--- config.mk ---
export PLATFORM = sky130hd
export DESIGN_NAME = uart_rx_flat
export DESIGN_NICKNAME = d
export VERILOG_FILES = /design/src/rtl/uart_pkg.sv /design/src/rtl/uart_rx_if.sv /design/src/rtl/uart_baud_tick.sv /design/src/rtl/uart_rx.sv /design/src/flat_wrapper.sv
export SDC_FILE = /design/constraint.sdc
export NUM_CORES = 1
export LEC_CHECK = 0
export ABC_AREA = 1
export BUFFER_PORTS_ARGS = -buffer_cell sky130_fd_sc_hd__buf_2
export CAP_MARGIN = 40
export CORE_MARGIN = 10
export CORE_UTILIZATION = 30
export DETAILED_ROUTE_END_ITERATION = 10
export PLACE_DENSITY_LB_ADDON = 0.2
export SLEW_MARGIN = 5
export SYNTH_ARGS = -nofsm -noshare
export SYNTH_HDL_FRONTEND = slang
export SYNTH_HIERARCHICAL = 1
export SYNTH_SLANG_ARGS = --single-unit
export TNS_END_PERCENT = 100
--- constraint.sdc ---
create_clock -name i_clk -period 2 [get_ports i_clk]
set_input_delay 0.1 -clock i_clk [delete_from_list [all_inputs] [get_ports i_clk]]
set_output_delay 0.1 -clock i_clk [all_outputs]
set_load 0.02 [all_outputs]
--- src/rtl/uart_pkg.sv ---
// Shared types and constants for the UART blocks (receiver now, transmitter later).
package uart_pkg;

   localparam int OVERSAMPLE = 16;
   localparam int DATA_BITS  = 8;

   // Ticks within a bit at which the line is sampled for the majority vote.
   localparam logic [3:0] SAMPLE_A    = 4'd7;
   localparam logic [3:0] SAMPLE_B    = 4'd8;
   localparam logic [3:0] SAMPLE_C    = 4'd9;
   localparam logic [3:0] SAMPLE_LAST = 4'd15;

   typedef enum logic [2:0] {
      IDLE,
      START,
      DATA,
      STOP,
      WAIT_HIGH
   } uart_state_t;

   // Clocks per oversample tick, floored; callers must keep the result >= 2.
   function automatic int uart_div(input int clkHz, input int baud);
      return clkHz / (baud * OVERSAMPLE);
   endfunction

endpackage

--- src/rtl/uart_rx_if.sv ---
// Serial line in, received-byte strobe and status out, between the receiver and its consumer.
interface uart_rx_if;
   import uart_pkg::*;

   logic                 i_rx;
   logic                 o_rx_receive;
   logic [DATA_BITS-1:0] o_rx_data;
   logic                 o_frame_err;
   logic                 o_busy;

   modport master (
      input  i_rx,
      output o_rx_receive,
      output o_rx_data,
      output o_frame_err,
      output o_busy
   );

   modport slave (
      input  i_rx,
      input  o_rx_receive,
      input  o_rx_data,
      input  o_frame_err,
      input  o_busy
   );

endinterface

--- src/rtl/uart_baud_tick.sv ---
// Oversample prescaler: one-cycle tick every DIV clocks, restartable by a synchronous clear.
module uart_baud_tick #(
   parameter int DIV = 651
) (
   input  logic i_clk,
   input  logic i_rst_n,
   input  logic i_clear,
   output logic o_tick
);

   localparam int CW = (DIV > 2) ? $clog2(DIV) : 1;
   localparam logic [CW-1:0] LAST = CW'(DIV - 1);

   logic [CW-1:0] r_count;

   assign o_tick = (r_count == LAST);

   // Free-running modulo-DIV counter; clear restarts the phase at zero.
   always_ff @(posedge i_clk or negedge i_rst_n) begin
      if (!i_rst_n)
         r_count <= '0;
      else if (i_clear || o_tick)
         r_count <= '0;
      else
         r_count <= r_count + 1'b1;
   end

endmodule

--- src/rtl/uart_rx.sv ---
// UART 8N1 receiver with 16x oversampling, 2-of-3 mid-bit vote and framing-error strobe.
module uart_rx
   import uart_pkg::*;
#(
   parameter int CLK_HZ = 100_000_000,
   parameter int BAUD   = 9600
) (
   input  logic     i_clk,
   input  logic     i_rst_n,
   uart_rx_if.master bus
);

   localparam int DIV = uart_div(CLK_HZ, BAUD);

   uart_state_t r_state;
   uart_state_t w_stateNext;

   logic       r_rxMeta;
   logic       r_rxSync;
   logic       w_rxS;
   logic       w_tick;
   logic       w_clear;
   logic [3:0] r_s;
   logic       r_v7;
   logic       r_v8;
   logic       r_v9;
   logic       w_third;
   logic       w_bitVal;
   logic [2:0] r_bitIdx;
   logic [7:0] r_shreg;
   logic [7:0] r_rxData;
   logic       r_rxReceive;
   logic       r_frameErr;
   logic       w_shift;
   logic       w_receive;
   logic       w_frameErr;

   assign w_rxS = r_rxSync;

   uart_baud_tick #(.DIV(DIV)) u_tick (
      .i_clk   (i_clk),
      .i_rst_n (i_rst_n),
      .i_clear (w_clear),
      .o_tick  (w_tick)
   );

   // Two-flop synchroniser for the asynchronous serial line; idles high.
   always_ff @(posedge i_clk or negedge i_rst_n) begin
      if (!i_rst_n) begin
         r_rxMeta <= 1'b1;
         r_rxSync <= 1'b1;
      end else begin
         r_rxMeta <= bus.i_rx;
         r_rxSync <= r_rxMeta;
      end
   end

   // Tick position within the current bit; held at zero while idle so each frame restarts aligned.
   always_ff @(posedge i_clk or negedge i_rst_n) begin
      if (!i_rst_n)
         r_s <= '0;
      else if (r_state == IDLE)
         r_s <= '0;
      else if (w_tick)
         r_s <= r_s + 4'd1;
   end

   // Capture the line at the three mid-bit ticks for the majority vote.
   always_ff @(posedge i_clk or negedge i_rst_n) begin
      if (!i_rst_n) begin
         r_v7 <= 1'b1;
         r_v8 <= 1'b1;
         r_v9 <= 1'b1;
      end else if (w_tick && r_state != IDLE) begin
         if (r_s == SAMPLE_A) r_v7 <= w_rxS;
         if (r_s == SAMPLE_B) r_v8 <= w_rxS;
         if (r_s == SAMPLE_C) r_v9 <= w_rxS;
      end
   end

   // At the third sample tick the newest sample is still on the line, not yet in r_v9.
   assign w_third  = (r_s == SAMPLE_C) ? w_rxS : r_v9;
   assign w_bitVal = (r_v7 & r_v8) | (r_v7 & w_third) | (r_v8 & w_third);

   // Receive shift register, LSB first, plus the data bit index.
   always_ff @(posedge i_clk or negedge i_rst_n) begin
      if (!i_rst_n) begin
         r_shreg  <= '0;
         r_bitIdx <= '0;
      end else if (r_state == START) begin
         r_bitIdx <= '0;
      end else if (w_shift) begin
         r_shreg  <= {w_bitVal, r_shreg[7:1]};
         r_bitIdx <= r_bitIdx + 3'd1;
      end
   end

   // State register.
   always_ff @(posedge i_clk or negedge i_rst_n) begin
      if (!i_rst_n)
         r_state <= IDLE;
      else
         r_state <= w_stateNext;
   end

   // Next-state and per-cycle control decisions.
   always_comb begin
      w_stateNext = r_state;
      w_clear     = 1'b0;
      w_shift     = 1'b0;
      w_receive   = 1'b0;
      w_frameErr  = 1'b0;
      case (r_state)
         IDLE: begin
            if (!w_rxS) begin
               w_stateNext = START;
               w_clear     = 1'b1;
            end
         end
         START: begin
            if (w_tick && r_s == SAMPLE_C && w_bitVal)
               w_stateNext = IDLE;
            else if (w_tick && r_s == SAMPLE_LAST)
               w_stateNext = DATA;
         end
         DATA: begin
            if (w_tick && r_s == SAMPLE_LAST) begin
               w_shift = 1'b1;
               if (r_bitIdx == 3'd7)
                  w_stateNext = STOP;
            end
         end
         STOP: begin
            if (w_tick && r_s == SAMPLE_C) begin
               if (w_bitVal) begin
                  w_receive   = 1'b1;
                  w_stateNext = IDLE;
               end else begin
                  w_frameErr  = 1'b1;
                  w_stateNext = WAIT_HIGH;
               end
            end
         end
         WAIT_HIGH: begin
            if (w_rxS)
               w_stateNext = IDLE;
         end
         default: w_stateNext = IDLE;
      endcase
   end

   // Registered output strobes and the held data byte.
   always_ff @(posedge i_clk or negedge i_rst_n) begin
      if (!i_rst_n) begin
         r_rxReceive <= 1'b0;
         r_frameErr  <= 1'b0;
         r_rxData    <= '0;
      end else begin
         r_rxReceive <= w_receive;
         r_frameErr  <= w_frameErr;
         if (w_receive)
            r_rxData <= r_shreg;
      end
   end

   assign bus.o_rx_receive = r_rxReceive;
   assign bus.o_frame_err  = r_frameErr;
   assign bus.o_rx_data    = r_rxData;
   assign bus.o_busy       = (r_state != IDLE);

endmodule
--- src/flat_wrapper.sv ---
// flat-port wrapper written by rule: the top's interface ports become plain ports
module uart_rx_flat import uart_pkg::*;
#(
   parameter int CLK_HZ = 100_000_000,
   parameter int BAUD   = 9600
)
  (i_clk, i_rst_n, bus_i_rx, bus_o_rx_receive, bus_o_rx_data, bus_o_frame_err, bus_o_busy);
  uart_rx_if bus_i ();
  input  logic i_clk;
  input  logic i_rst_n;
  input wire logic [$bits(bus_i.i_rx)-1:0] bus_i_rx;
  output wire logic [$bits(bus_i.o_rx_receive)-1:0] bus_o_rx_receive;
  output wire logic [$bits(bus_i.o_rx_data)-1:0] bus_o_rx_data;
  output wire logic [$bits(bus_i.o_frame_err)-1:0] bus_o_frame_err;
  output wire logic [$bits(bus_i.o_busy)-1:0] bus_o_busy;
  assign bus_i.i_rx = bus_i_rx;
  assign bus_o_rx_receive = bus_i.o_rx_receive;
  assign bus_o_rx_data = bus_i.o_rx_data;
  assign bus_o_frame_err = bus_i.o_frame_err;
  assign bus_o_busy = bus_i.o_busy;
  uart_rx #(.CLK_HZ(CLK_HZ), .BAUD(BAUD)) u_core (.i_clk(i_clk), .i_rst_n(i_rst_n), .bus(bus_i));
endmodule
* Yosys cells after proc, flatten, opt, wreduce, memory -nomap -nowiden *
Index checks and enable logic that the tools add are counted.

storage, ports and cells
  bits in registers = 43
  input port bits = 3
  output and inout bits = 11

cells by class
  add/sub/neg operators = 3
  equal/unequal tests = 16
  muxes and demuxes = 25
  bitwise logic cells = 6
  reduce and logical (&&, ||, !) cells = 13

operators with widths
  kind                   count
  $mux 3                 10
  $pmux 3 s5             1
  $eq 4x4->1 const B     3
  $mux 1                 11
  $add 10x1->10 const B  1
  $eq 10x10->1 const B   1
  $mux 10                1
  $mux 4                 2
  $ne 2x1->1 const B     4
  $eq 3x2->1 const B     2
  $eq 3x3->1 const B     2
  $reduce_and 2->1       3
  $reduce_and 6->1       1
  $add 4x1->4 const B    1
  $eq 4x3->1 const B     1
  $logic_and 1x1->1      4
  $reduce_bool 2->1      2
  $add 3x1->3 const B    1
  $and 1x1->1            3
  $eq 3x1->1 const B     1
  $logic_not 3->1        1
  $ne 3x3->1 const B     1
  $reduce_bool 3->1      1
  $ne 2x2->1 const B     1
  3 further kinds        4

* Longest topological paths before layout *
Gate-level depths: netlist of run 1.

  depth in word-level cells = 8
  mapped depth = 15
  mapped depth without buffers = 15

* By module *
Netlist of run 1, hierarchy kept.

by module, submodules not included
  module          instances  cells each  area an instance (µm²)  seq. area each (µm²)
  uart_rx         1          167         1559.0                  832.0
  uart_baud_tick  1          74          560.5                   250.2

* Worst setup path before layout of run 1 *
OpenSTA, ideal clock, no wires.

  path type = flip-flop to flip-flop
  start point = reg u_core.u_tick.r_count[0]
  end point = reg u_core.r_bitIdx[0]
  library setup time = 136 ps
  data arrival time = 1659 ps
  data required time = 1864 ps
  path slack = 204 ps
  stages on the path, launching flop included = 14
  buffers on the path = 1
  period minus slack after synthesis = 1796 ps
  cells stage by stage = dfrtp_1 -> inv_1 -> ha_1 -> nand2_1 -> nor2_1 -> nand3_1 -> inv_1 -> nand3_1 -> nor2_2 -> inv_2 -> nor2_2 -> buf_4 -> nand2_1 -> nor3b_2

on the way
  cells in the longest elaborated chain, start to end = 5

ends and longest elaborated chain
  what                         line                  text
  start, declared              uart_baud_tick.sv:14  logic [CW-1:0] r_count;
  start signal, assigned       uart_baud_tick.sv:25  r_count <= r_count + 1'b1;
  $eq 10x10->1                 uart_baud_tick.sv:16  assign o_tick = (r_count == LAST);
  net u_core.w_tick            uart_rx.sv:21         logic w_tick;
  $logic_and 1x1->1            uart_rx.sv:127        if (w_tick && r_s == SAMPLE_LAST) begin
  $mux 1                       uart_rx.sv:127
  $mux 1                       uart_rx.sv:113        case (r_state)
  $reduce_bool 2->1 (no line)  -
  end signal, assigned         uart_rx.sv:94         r_bitIdx <= r_bitIdx + 3'd1;
  end, declared                uart_rx.sv:29         logic [2:0] r_bitIdx;

The timed path passes the listed nets, and every way through them passes these cells.
A chain may end at the register's enable or synchronous reset.

* Worst setup path in the final report of run 1 *
Same ends and word-level chain as after synthesis.

==> qor.yml, run 1 <==
status:
  status: "finished clean"
power:
  p_per_area_nw_per_um2: 670
  ir_drop_v: 0.000288
  leakage_nw: 1.27
grt:
  grt_pass1_wl_um: 6910
  grt_pass1_vias: 1515
  grt_max_degree: 44
  grt_use_total: 0.0755
  grt_antenna_before_repair: 0
  grt-ovfl-total: 0
yosys:
  async_flop_share: 1.00
  netlist_area_sq_um: 2120
  synth_ff_type: "dfrtp_1"
  syn_inst: 241
  ys_ff_latch: 43
  syn-num-nets: 251
  synth-edff-count: 0
  ys_seq_area_frac: 0.511
  synth_cell_types: 31
  synth_area_per_cell_sq_um: 8.79
  synth-warning-count: 6
layout:
  final_cell_mix: "nand2_1, dfrtp_1, inv_1"
  seqCellArea_sq_um: 1080
  antenna_cells: 0
  num-fill-cells: 727
  multi_input_area_sq_um: 907
  finalNetCount: 280
  layout-drive-gt1-share: 0.240
  area_growth_pct: 20.1
  design_area_sq_um: 2540
  final_common_cell: "nand2_1"
  fin_cells: 367
clocking:
  clkTransAtPathRegs_ns: 0.09
  cts_made_buffers: 5
  cts_tree: "built"
  clock_path_buffers: 2
  root_buffer: "clkbuf_8"
  clock_sink_count: 43
  cts_htree_levels: 2
  clk_latency_ns: 0.29
placement:
  place_area_sq_um: 2320
  port_buffers: 13
  dp.cells: 353
  gp_congestion: 0.786
  hpwl_um: 2890
setup_path:
  start_kind: "flip-flop"
  crit_type: "reg -> reg"
  crit_path_end_kind: "flip-flop"
  crit_chain: "inv_1, ha_1, nand2_1, nor2_2, nand3_2, inv_2, nand3_2, nor2_4, inv_2, nor2_4, buf_6, nor2_1, nor3b_2"
  r2r_slack_ns: 0.18
  cp_data_arrival_time_ns: 2.04
  crit_slowest_cell: "dfrtp_1"
  critical_path_required_ns: 2.22
  critical-path-max-stage-delay_ns: 0.38
  critPathMaxFanout: 9
floorplan:
  dieHeight_um: 104
  rows: 30
  dieArea_sq_um: 10800
  start_util: 0.310
  core_sq_um: 6830
  num_io_pins: 14
  die_w_um: 104
detailed_routing:
  vias_per_cell: 4.26
  routed_wl_um: 4090
  drc: 0
  firstDrtPassIters: 4
  initialDrtViolationCount: 49
  num_vias: 1564
  drt-wirelength-per-cell_um: 11.1
  drt.antenna.violating_nets: 0
timing:
  finalSetupTns_ns: 0
  finClkSkew_ns: 0.00646
  worst_slew_pin_slew_ns: 0.545
  setup_viol: 0
  hold_viol_final: 0
  slew_headroom: 0.636
  fmax_mhz: 548
  finalCritPeriodShare: 0.912
  rsz0062_at_grt: "false"
  min_period_ns: 1.82
  slew_violations: 0
job:
  maxCapViolCount: 0
worst_hold_path:
  hp-class: "reg -> reg"
-- cells by family after synthesis --
group / synth area share
AOI/OAI and AO/OA: 0.0809
xor gates and xnor gates: 0.0165
adders and majority gates: 0.0413
buffers and inverters: 0.0732
DFF: 0.511
and+or+nand+nor: 0.277
-- power by group --
part           switching, W  internal (W)  leakage, nW  total [W]
clock              0.000310      0.000498       0.0644   0.000808
combinational     0.0000183    0.00000536        0.638  0.0000237
sequential       0.00000153      0.000873        0.568   0.000874
-- metal layers --
layer	global-route usage	wire, um	share of wire
met5	0	0	0
met2	0.111	1760	0.43
met4	0.0288	37	0.0090
met1	0.101	2120	0.52
met3	0.0229	167	0.041
-- sequential cells by signal, indices dropped and copies added, names as in the netlist --
| name | cells |
|---|---|
| u_core/bus.o_frame_err | 1 |
| u_core/bus.o_rx_data | 8 |
| u_core/bus.o_rx_receive | 1 |
| u_core/r_bitIdx | 3 |
| u_core/r_rxMeta | 1 |
| u_core/r_rxSync | 1 |
| u_core/r_s | 4 |
| u_core/r_shreg | 8 |
| u_core/r_state | 3 |
| u_core/r_v7 | 1 |
| u_core/r_v8 | 1 |
| u_core/r_v9 | 1 |
| u_core/u_tick/r_count | 10 |
-- cell usage after synthesis (2+ instances only) --
library cell   n  share of area
inv_1         30          0.053
a21oi_1        4         0.0094
o21ai_0       17          0.040
nor3_1         5          0.012
dfstp_2        5          0.062
nand2_2        6          0.018
nand2_4        2          0.011
nor2_1        27          0.048
ha_1           7          0.041
nand4_1        6          0.018
nand2_1       51          0.090
nor2_2         5          0.015
nor3b_2        2          0.012
o21a_1         6          0.021
xor2_1         3          0.012
dfrtp_1       38           0.45
nand3_1       10          0.024
inv_2          4         0.0071
-- area by class of cell --
class,count,area share
sequential,43,0.425
clock inverter,3,0.0265
inverter,34,0.0501
tap,96,0.0472
timing repair buffer,25,0.0674
multi-input combinational,161,0.356
clock buffer,5,0.0270
-- path summary, 6_finish.rpt --
kind,cells after the start,from,endpoint
max in group asynchronous,3,i_rst_n,u_core/r_v9$_DFFE_PN1P_
hold / removal,0,u_core/r_rxMeta$_DFF_PN1_,u_core/r_rxSync$_DFF_PN1_
setup / recovery,13,u_core/u_tick/r_count[0]$_DFF_PN0_,u_core/r_bitIdx[0]$_DFFE_PN0P_
min in group asynchronous,3,i_rst_n,u_core/u_tick/r_count[7]$_DFF_PN0_
hold reg to reg,0,u_core/r_rxMeta$_DFF_PN1_,u_core/r_rxSync$_DFF_PN1_
setup reg to reg,13,u_core/u_tick/r_count[0]$_DFF_PN0_,u_core/r_bitIdx[0]$_DFFE_PN0P_
-- stage by stage --
stage          utilization  worst slack (ns)  hold WS (ns)  power (W)
4_1_cts              0.363            0.0802         0.362    0.00174
2_1_floorplan            -             0.204        -0.196   0.000892
3_3_place_gp         0.340             0.149         0.206   0.000914
3_5_place_dp         0.340             0.100         0.207   0.000914
6_report             0.373             0.176         0.360    0.00171
5_1_grt              0.373          0.000568         0.366    0.00177
-- worst max-delay path, delay by kind of cell, from the launching register on --
kind | cells | cell delay (ns)
flip-flops | 1 | 0.38
adder cells (fa/ha/maj) | 1 | 0.14
buffers and inverters | 4 | 0.36
AND/OR/NAND/NOR | 8 | 0.87
-- repair_timing --
item                                    in CTS  in global routing
endpoints found under the hold margin       39                  0
endpoints found under the setup margin       0                 23
hold buffers                                 2                  0
resized for setup                            0                 13
buffers inserted                             0                  4
Note: power is estimated with default switching activity, not from simulation.
==> inputs of run 2 (changes only) <==
--- a/config.mk
+++ b/config.mk
@@ -6,11 +6,11 @@
 export NUM_CORES = 1
 export LEC_CHECK = 0
 export ABC_AREA = 1
-export BUFFER_PORTS_ARGS = -buffer_cell sky130_fd_sc_hd__buf_2
 export CAP_MARGIN = 40
 export CORE_MARGIN = 10
 export CORE_UTILIZATION = 30
 export DETAILED_ROUTE_END_ITERATION = 10
+export DONT_BUFFER_PORTS = 1
 export PLACE_DENSITY_LB_ADDON = 0.2
 export SLEW_MARGIN = 5
 export SYNTH_ARGS = -nofsm -noshare
==> run 2 against run 1 <==
Against the previous run: fmax down 0.98%; register-to-register slack worse by 0.02 ns; wire length up 0.56%; largest power group unchanged; via count up 0.13%; design area decreased by 0.59%; clock power fell by 2%; total power is 0.78% lower; first-iteration DRC count decreased by 6.1%; non-clock buffer count is 8 lower; worst setup slack worse by 0.018 ns; highest routed layer unchanged; sequential share of layout area grew 0.25 points; die area unchanged.
==> qor.yml, run 2 (synthesized netlist as in run 1, its figures left out) <==
status:
  status: "finished clean"
floorplan:
  die_w_um: 104
  num_io_pins: 14
  start_util: 0.310
  rows: 30
  dieArea_sq_um: 10800
  dieHeight_um: 104
  core_sq_um: 6830
layout:
  finalNetCount: 272
  final_cell_mix: "nand2_1, dfrtp_1, inv_1"
  layout-drive-gt1-share: 0.209
  antenna_cells: 0
  max_flop_register: "u_core/u_tick/r_count"
  final_common_cell: "nand2_1"
  largest_register_ffs: 10
  final_util: 0.370
  area_growth_pct: 19.4
  num-fill-cells: 728
  design_area_sq_um: 2530
placement:
  hpwl_um: 2930
  pre_cts_slack_ns: 0.101
  gp_congestion: 0.822
  port_buffers: 0
  place_area_sq_um: 2260
timing:
  min_period_ns: 1.84
  finalSetupTns_ns: 0
  worst_hold_slack_ns: 0.319
  hold_viol_final: 0
  setup_slack_ns: 0.158
  fmax_mhz: 543
  finalCritPeriodShare: 0.921
  rsz0062_at_grt: "false"
  slew_headroom: 0.675
  slew_violations: 0
  setup_viol: 0
  worst_slew_pin_slew_ns: 0.484
  finClkSkew_ns: 0.00638
grt:
  grt_pass1_wl_um: 7230
  grt_max_degree: 44
  grt-ovfl-total: 0
  grt_use_total: 0.0791
  grt_antenna_before_repair: 0
  grt_pass1_vias: 1532
setup_path:
  crit_chain: "inv_1, ha_1, nand4_1, nand3_4, nand2_4, nand2_4, nor2_8, buf_12, buf_4, o21a_1"
  critPathMaxFanout: 8
  critical_path_required_ns: 2.19
  crit_type: "reg -> reg"
  crit_path_end_kind: "flip-flop"
  cpMostUsedCell: "nand2_4"
  start_kind: "flip-flop"
  critical-path-max-stage-delay_ns: 0.38
  r2r_slack_ns: 0.16
  crit_slowest_cell: "dfrtp_1"
  cp_data_arrival_time_ns: 2.03
clocking:
  root_buffer: "clkbuf_8"
  cts_made_buffers: 5
  cts_tree: "built"
  clock_sink_count: 43
  clock_path_buffers: 2
  cts_htree_levels: 2
  clk_latency_ns: 0.29
  clkTransAtPathRegs_ns: 0.08
detailed_routing:
  initialDrtViolationCount: 46
  drt.antenna.violating_nets: 0
  vias_per_cell: 4.36
  num_vias: 1566
  drc: 0
  drt-wirelength-per-cell_um: 11.5
  routed_wl_um: 4110
  firstDrtPassIters: 4
power:
  p_per_area_nw_per_um2: 669
  ir_drop_v: 0.000254
  leakage_nw: 1.24
job:
  maxCapViolCount: 0
worst_hold_path:
  hp-class: "in -> async"
==> run 2: final timing paths <==
check	startpoint	end	cells past startpoint
max reg2reg	u_core/r_s[1]$_DFFE_PN0P_	u_core/bus.o_rx_data[3]$_DFFE_PN0P_	10
min reg2reg	u_core/r_rxMeta$_DFF_PN1_	u_core/r_rxSync$_DFF_PN1_	0
max in group asynchronous	i_rst_n	u_core/r_v8$_DFFE_PN1P_	2
max	u_core/r_s[1]$_DFFE_PN0P_	u_core/bus.o_rx_data[3]$_DFFE_PN0P_	10
min	i_rst_n	u_core/u_tick/r_count[9]$_DFF_PN0_	2
min in group i_clk	bus_i_rx	u_core/r_rxMeta$_DFF_PN1_	1
==> run 2: what timing repair did <==
item,in CTS,in global routing
hold buffers,3,0
buffers inserted,0,7
endpoints found under the setup margin,0,23
gates resized for setup,0,9
hold endpoints to repair,44,0
==> run 2: area by class of cell <==
type                            count  area, sq um  area share
Multi-Input combinational cell    161          897       0.355
Clock buffer                        6         72.6      0.0287
Sequential cell                    43         1080       0.428
Clock inverter                      2         60.1      0.0237
Tap cell                           96          120      0.0475
Timing Repair Buffer               17          170      0.0673
Inverter                           34          128      0.0504
==> run 2: through the flow <==
step	instances	power, W
finish	359	0.00169
global route	359	0.00176
CTS	351	0.00173
detailed placement	340	0.000893
global placement	340	0.000893
floorplan	241	0.000892
==> run 2: worst max-delay path: cells and delay by family, from the launching register on <==
family / cells / cell delay [ns]
simple gates: 5 / 0.59
buf+inv: 3 / 0.39
flops: 1 / 0.38
compound gates: 1 / 0.16
fa+ha+maj: 1 / 0.23
==> run 2: routing by layer <==
metal	vias up	global-route usage	part of all wire
met5	-	0	0
met4	0	0.0249	0.0090
met3	5	0.0266	0.043
met2	20	0.122	0.44
met1	736	0.101	0.51
li1	805	-	-
==> run 2: where the power goes <==
group	internal, W	total, W	switching (W)
Sequential	0.000873	0.000874	0.00000155
Combinational	0.00000840	0.0000275	0.0000191
Clock	0.000499	0.000791	0.000292
